`config.mk`:
```
export PLATFORM = sky130hd
export DESIGN_NAME = ca_correlator
export DESIGN_NICKNAME = d
export VERILOG_FILES = /design/src/rtl/ca_correlator_pkg.sv /design/src/rtl/ca_correlator.sv
export SDC_FILE = /design/constraint.sdc
export NUM_CORES = 1
export LEC_CHECK = 0
export CAP_MARGIN = 20
export CORE_ASPECT_RATIO = 0.7
export CORE_MARGIN = 2
export CORE_UTILIZATION = 25
export DETAILED_ROUTE_END_ITERATION = 10
export PLACE_DENSITY = 0.43
export SLEW_MARGIN = 15
export SYNTH_ARGS = -nofsm -noshare
export SYNTH_HDL_FRONTEND = slang
export SYNTH_SLANG_ARGS = --single-unit
```
`constraint.sdc`:
```
create_clock -name clk -period 2.6 [get_ports clk]
set_input_delay 0.26 -clock clk [delete_from_list [all_inputs] [get_ports clk]]
set_output_delay 0.26 -clock clk [all_outputs]
set_load 0.1 [all_outputs]
```
`src/rtl/ca_correlator_pkg.sv`:
```
// ca_pkg: shared C/A code constants and correlator state encoding
package ca_pkg;
   localparam int CA_CODE_LENGTH = 1023;
   localparam logic [9:0] CA_LAST_SHIFT = 10'(CA_CODE_LENGTH - 1);
   typedef enum logic [1:0] {IDLE = 2'd0, ALIGN = 2'd1, ACCUM = 2'd2} ca_state_t;
endpackage

```
`src/rtl/ca_correlator.sv`:
```
// ca_correlator: integrate-and-dump C/A despreader with one-deep valid/ready result register
//   clk, reset              : clock, synchronous active-high reset
//   enable                  : chip strobe qualifying code/sample/accumulate activity
//   code_in, code_shift     : local chip and its code phase (0..1022) from the generator
//   sample                  : signed received sample for this chip
//   start, stop             : arm correlation / abort to idle
//   acc_out, out_valid      : period sum and its valid flag
//   out_ready               : consumer accept
//   overrun                 : sticky, a result was overwritten unconsumed
//   busy                    : registered, high while aligning or accumulating
module ca_correlator
   import ca_pkg::*;
#(
   parameter int SAMPLE_WIDTH = 4,
   parameter int ACC_WIDTH    = 15
) (
   input  logic                           clk,
   input  logic                           reset,
   input  logic                           enable,
   input  logic                           code_in,
   input  logic [9:0]                     code_shift,
   input  logic signed [SAMPLE_WIDTH-1:0] sample,
   input  logic                           start,
   input  logic                           stop,
   output logic signed [ACC_WIDTH-1:0]    acc_out,
   output logic                           out_valid,
   input  logic                           out_ready,
   output logic                           overrun,
   output logic                           busy
);
   ca_state_t r_state, w_state_nxt;
   logic signed [ACC_WIDTH-1:0] r_acc, w_acc_nxt, w_term, w_sum, r_acc_out;
   logic r_out_valid, r_overrun, r_busy, w_dump;

   // widen before negating so that -(most negative sample) cannot wrap
   function automatic logic signed [ACC_WIDTH-1:0] chip_term(input logic c, input logic signed [SAMPLE_WIDTH-1:0] s);
      logic signed [ACC_WIDTH-1:0] x;
      x = {{(ACC_WIDTH-SAMPLE_WIDTH){s[SAMPLE_WIDTH-1]}}, s};
      return c ? -x : x;
   endfunction

   assign w_term = chip_term(code_in, sample);
   assign w_sum  = r_acc + w_term;

   always_comb begin
      w_state_nxt = r_state;
      w_acc_nxt   = r_acc;
      w_dump      = 1'b0;
      if (stop) begin
         w_state_nxt = IDLE;
         w_acc_nxt   = '0;
      end else begin
         case (r_state)
            IDLE: begin
               w_acc_nxt   = '0;
               w_state_nxt = start ? ALIGN : IDLE;
            end
            ALIGN: if (enable && code_shift == '0) begin
               w_acc_nxt   = w_term;
               w_state_nxt = ACCUM;
            end
            ACCUM: if (enable) begin
               w_dump    = (code_shift == CA_LAST_SHIFT);
               w_acc_nxt = w_dump ? '0 : w_sum;
            end
            default: w_state_nxt = IDLE;
         endcase
      end
   end

   always_ff @(posedge clk) begin
      if (reset) begin
         r_state     <= IDLE;
         r_acc       <= '0;
         r_acc_out   <= '0;
         r_out_valid <= 1'b0;
         r_overrun   <= 1'b0;
         r_busy      <= 1'b0;
      end else begin
         r_state <= w_state_nxt;
         r_acc   <= w_acc_nxt;
         r_busy  <= (w_state_nxt != IDLE);
         // a dump always leaves a valid result; it is an overrun only if the old one was not taken this cycle
         if (w_dump) begin
            r_acc_out   <= w_sum;
            r_out_valid <= 1'b1;
            if (r_out_valid && !out_ready) r_overrun <= 1'b1;
         end else if (out_ready) begin
            r_out_valid <= 1'b0;
         end
      end
   end

   assign acc_out   = r_acc_out;
   assign out_valid = r_out_valid;
   assign overrun   = r_overrun;
   assign busy      = r_busy;
endmodule

```
* Word-level counts from Yosys, hierarchy flattened
Index checks and enable logic that the tools add are counted.
W data, S select, Z words.
** Storage, ports and cells
- Word-level logic and storage cells :: 38
- Register bits after elaboration :: 35
- Input port bits :: 21
- Output and inout port bits :: 18
** Operators by class
- $add $sub $neg :: 2
- Equal/unequal tests :: 5
- Reduce and logical (&&, ||, !) cells :: 11
- Multiplexer cells :: 14
** Operator list (count)
- $mux W15 :: 4
- $pmux W15 S3 :: 1
- $add A15 B15 Y15 :: 1
- $neg A4 Y15 :: 1
- $eq A10 B10 Y1 const B :: 1
- $logic_not A10 Y1 :: 1
- $mux W1 :: 6
- $pmux W2 S3 :: 1
- $mux W2 :: 2
- $ne A2 B2 Y1 const B :: 2
- $reduce_bool A2 Y1 :: 2
- $reduce_and A3 Y1 :: 1
- $reduce_bool A3 Y1 :: 1
- $eq A2 B1 Y1 const B :: 1
- $eq A2 B2 Y1 const B :: 1
- $logic_and A1 B1 Y1 :: 2
- $logic_not A2 Y1 :: 1
- $reduce_and A2 Y1 :: 1
- $reduce_or A2 Y1 :: 1
- $logic_not A1 Y1 :: 1

* Logic depth before layout (Yosys ltp)
- Depth in word-level cells :: 6
- Depth in mapped cells :: 14
- Gate-level depth less buffers :: 13

* Worst setup path before layout
Ideal clock, no wire load.
- Path type :: input-to-reg
- Start :: in sample[2]
- End :: reg r_acc_out[12], in the netlist acc_out[12]
- Library setup time :: 0.063 ns
- Stages :: 11
- Data required time :: 2.537 ns
- Arrival :: 2.777 ns
- Path slack :: -0.239 ns
- Cell sequence :: or3_1 nand2b_1 ha_1 a21oi_1 ha_1 nand3_2 nand2_2 a31oi_4 o311a_4 or4_1 nand3_1
** Between the ends
- Longest elaborated chain between the ends :: 3
** Ends and longest elaborated chain
- start: declaration :: RTL line ca_correlator.sv:22 : input logic signed [SAMPLE_WIDTH-1:0] sample,
- $neg A4 Y15 :: RTL line ca_correlator.sv:39 : return c ? -x : x;
- $mux W15 * :: RTL line ca_correlator.sv:39
- $add A15 B15 Y15 * :: RTL line ca_correlator.sv:43 : assign w_sum = r_acc + w_term;
- end signal: assignment :: RTL line ca_correlator.sv:85 : r_acc_out <= w_sum;
- end: declaration :: RTL line ca_correlator.sv:32 : logic signed [ACC_WIDTH-1:0] r_acc, w_acc_nxt, w_term, w_sum, r_acc_out;
Every way passes the cells marked *; elsewhere a longest branch is shown, timed or not.
A chain may end at the register's enable or synchronous reset.

* Worst setup path after layout
- Start :: in sample[1]
- End :: reg r_acc_out[12], in the netlist acc_out[12]
The elaborated chain is that of the path after synthesis.

==> summary.md <==
| Metric | Value |
|---|---|
| Final setup violation count | 0 |
| Clock latency on the worst-skew pair | ~290 ps |
| Crit share post-route | between 90 and 100% |
| Slew headroom | around 70% |
| DR WL/cell | 15.2 µm |
| Final Non-Filler Cells | a little over 500 |
| Met1 Use GR | ~23% |
| Yosys reg bits | 35 |
| Row cnt | 30 |
| Count leader, synth | dfxtp_1 |
| Sequential cell area fraction in the yosys report | 28.4% |
| Via count | around 2.5k |
| Met2 usage | between 20% and 30% |
| Ys Warns | 0 |
| Clk pwr share | a little under half |
| Final core utilization | a little under two fifths |
| GRT Residual Overflow | 0 |
| Worst r2r src | r_acc[0]$_SDFFE_PP0P_ |
| Status | finished clean |
| Largest net degree at the start of global routing | 28 |
| Reg2reg path depth | 9 |
| Number of buffers created by CTS | 5 |
| Async set or reset register ratio after synthesis | 0% |
| Avg Cell Area, Syn | about 8.4 µm² |
| Max-slew violations | 0 |
| Via density | 4.88 |
| Peak Freq | 0.387 GHz |
| Worst Max-Slew Pin Slew | roughly 440 ps |
| Hold EP | acc_out[4]$_SDFFE_PP0P_ |
| Number of antenna violations at the first check in global routing | 0 |
| Post-Synth Simple-Gate Area | 22.6% |
| Compound-gate portion of the synthesized area | 25.2% |
| Grt peak-use layer | met2 |
| Synth cell types | 60 |
| Placed insts | around 500 |
| Clock Skews | 5.76 ps |
| Post-synth EDFFs | 0 |
| First-pass GRT wire length | between 10 and 15 mm |
| Clk sinks | 35 |
| Ant. Diodes | 0 |
| Die height | 87.1 µm |
| Vias in the first global route | around 2.5k |
| Post-route minimum period | between 2000 and 3000 ps |
| # IOs | 39 |
| Main combinational cell family by area after synthesis | compound AO/OA/AOI/OAI gates |
| Max_cap viols | 0 |
| Type of origin of the critical path | primary input |
| Sequential share of power | about a third |
| H-tree depth | 2 |
| Reg2Reg Capture Point | acc_out[12]$_SDFFE_PP0P_ |
| Commonest cells post-synth | 35 x dfxtp_1, 30 x nand2_1, 27 x a21oi_1, 24 x ha_1 |
| Synthesized cell area | approximately 2500 µm² |
| Hold_ws | roughly 460 ps |
| Logic pwr share | between 20% and 30% |
| Hold/Removal Path Class | flop to flop |
| Initial drt markers | 109 |
| Synth Instances | 295 |
| Residual DRC | 0 |
| CORE AREA | 9650 µm² |
| Worst setup path category | primary input to flop |
| Post-synth top flop | dfxtp_1 |
| CP max FO | 5 |
| P_leak | roughly 1.6 nW |
| Syn_nets | 341 |
| Layout area overhead | 49.1% |
| Final wirelength | 7.81 mm |
| Setup WS post-layout | about 17 ps |
| Post-synthesis xor/xnor area fraction | 4.97% |
| Clk slew on worst S/H paths | 60 ps |
| Pint | about 1.2 mW |
| Post-synthesis adder-cell area fraction | about 13% |
| NumNets Final | around 430 |
| RSZ-0062 raised after global routing | true |
| Max clock buf depth | 2 |
| WP data arrival | approximately 2800 ps |
| Dpl hpwl | a little over 6 mm |
| Routability congestion estimate | 0.830 |
| P per Cell Area | approximately 430 nW/µm² |
| CTS root buf | clkbuf_16 |
| Synth top area share | between 20% and 30% |
| Min-Delay Path Depth | 2 |
| Required time worst endpoint | around 2800 ps |
| Setup Slack @ Placement | -636 ps |
| Setup TNS | 0 ps |
| Setup slack, reg-to-reg | 340 ps |
| Input/output buffers | 38 |
| Post-CTS Hold Buffers | 0 |
| ANT nets after route | 0 |
| Routing usage on met3 | 2.68% |
| Sw Ratio | a little over a quarter |
| Final Hold Vio Count | 0 |
| Hold Startpoint | acc_out[4]$_SDFFE_PP0P_ |
| Tot GR Track Use | 15.4% |
| CTS tree | yes |
| Area of the die | between 10000 and 15000 µm² |
| Top cells by area, synth | dfxtp_1 28%, ha_1 12%, a21oi_1 5.5%, nand2_1 4.6%, xnor2_1 3.5% |
| Die W | 123 µm |
| Worst vdd ir | approximately 0.22 mV |
| Post-synthesis mux area share | under 10% |
| Share of cells above drive strength 1 | ~33% |
| Top cell type by total area after synthesis | dfxtp_1 |
| Initial cell density of the core | approximately 26% |
| Crit. End Element | flop |
| Switching power | about 420 µW |
| Pre-antenna DRT Iters | 4 |
[flip-flops by register name, summed over array words and instances (netlist names)]
register / count
overrun: 1
r_acc: 15
r_state: 2
out_valid: 1
busy: 1
acc_out: 15
[power groups by stage]
stage               clock network, mW  logic (mW)  registers, mW
floorplan                           0       0.141          0.556
global placement                    0       0.297          0.551
detailed placement                  0       0.296          0.551
CTS                             0.728       0.317          0.539
global route                    0.752       0.350          0.539
finish                          0.716       0.323          0.539
[area by class of cell]
cell class / instances / area [µm²]
Clock inverter: 3 / 47.5
Multi-Input combinational cell: 234 / 1820
Sequential cell: 35 / 701
Clock buffer: 5 / 125
Fill cell: 967 / 5970
Inverter: 12 / 45.0
Timing Repair Buffer: 97 / 785
Tap cell: 128 / 160
[critical path, cell delays in order]
cell      delay (ps)
buf_6             90
or3_4            400
nand2b_4         160
ha_4             270
a21oi_4           60
buf_12           130
buf_6            110
ha_4             260
nand4_1          120
o311a_4          400
or4_1            460
nand3_1           70
[metal layers]
layer / routed length, µm / vias up
met5: 0 / -
met4: 62 / 0
met3: 334 / 8
met2: 3290 / 57
met1: 4130 / 1174
li1: - / 1271
[timing repair]
item	4_1_cts	5_1_grt
cloned	0	0
pin swaps	24	11
setup buffers	5	0
endpoints found under the setup margin	20	19
resized for setup	31	7
[through the flow]
step,instance area (µm²),power [mW]
floorplan,2550,0.696
global route,3680,1.64
global placement,3380,0.848
finish,3680,1.58
CTS,3650,1.58
detailed placement,3380,0.847
[layout by cell type, fill, tap and decap left out, types with 6 or more instances in the layout]
master and instances:
a22oi_1 6, clkdlybuf4s50_1 15, nand3b_1 8, nor2_1 14
dfxtp_1 35, inv_1 10, nand4_1 7, nand2_1 30
ha_4 6, a21oi_2 6, o22ai_1 6, xnor2_1 9
a21o_1 9, a21oi_1 19, buf_4 75, ha_1 16
o21ai_0 11
[cells by family after synthesis]
family | after synthesis
multiplexers | 3
flip-flops | 35
adder cells (fa/ha/maj) | 25
AO/OA/AOI/OAI | 91
AND/OR/NAND/NOR | 101
XOR/XNOR | 14
buffers and inverters | 26
[worst max-delay path by stage]
stage	start	depth (start not counted)	to	slack (ps)
5_1_grt	sample[1]	12	acc_out[12]$_SDFFE_PP0P_	-50
3_3_place_gp	sample[0]	14	acc_out[11]$_SDFFE_PP0P_	-650
3_5_place_dp	sample[2]	11	r_acc[7]$_SDFFE_PP0P_	-640
4_1_cts	sample[1]	11	r_acc[7]$_SDFFE_PP0P_	4
6_report	sample[1]	12	acc_out[12]$_SDFFE_PP0P_	20
2_1_floorplan	sample[2]	11	acc_out[12]$_SDFFE_PP0P_	-20
(Power assumes the default switching activity.)
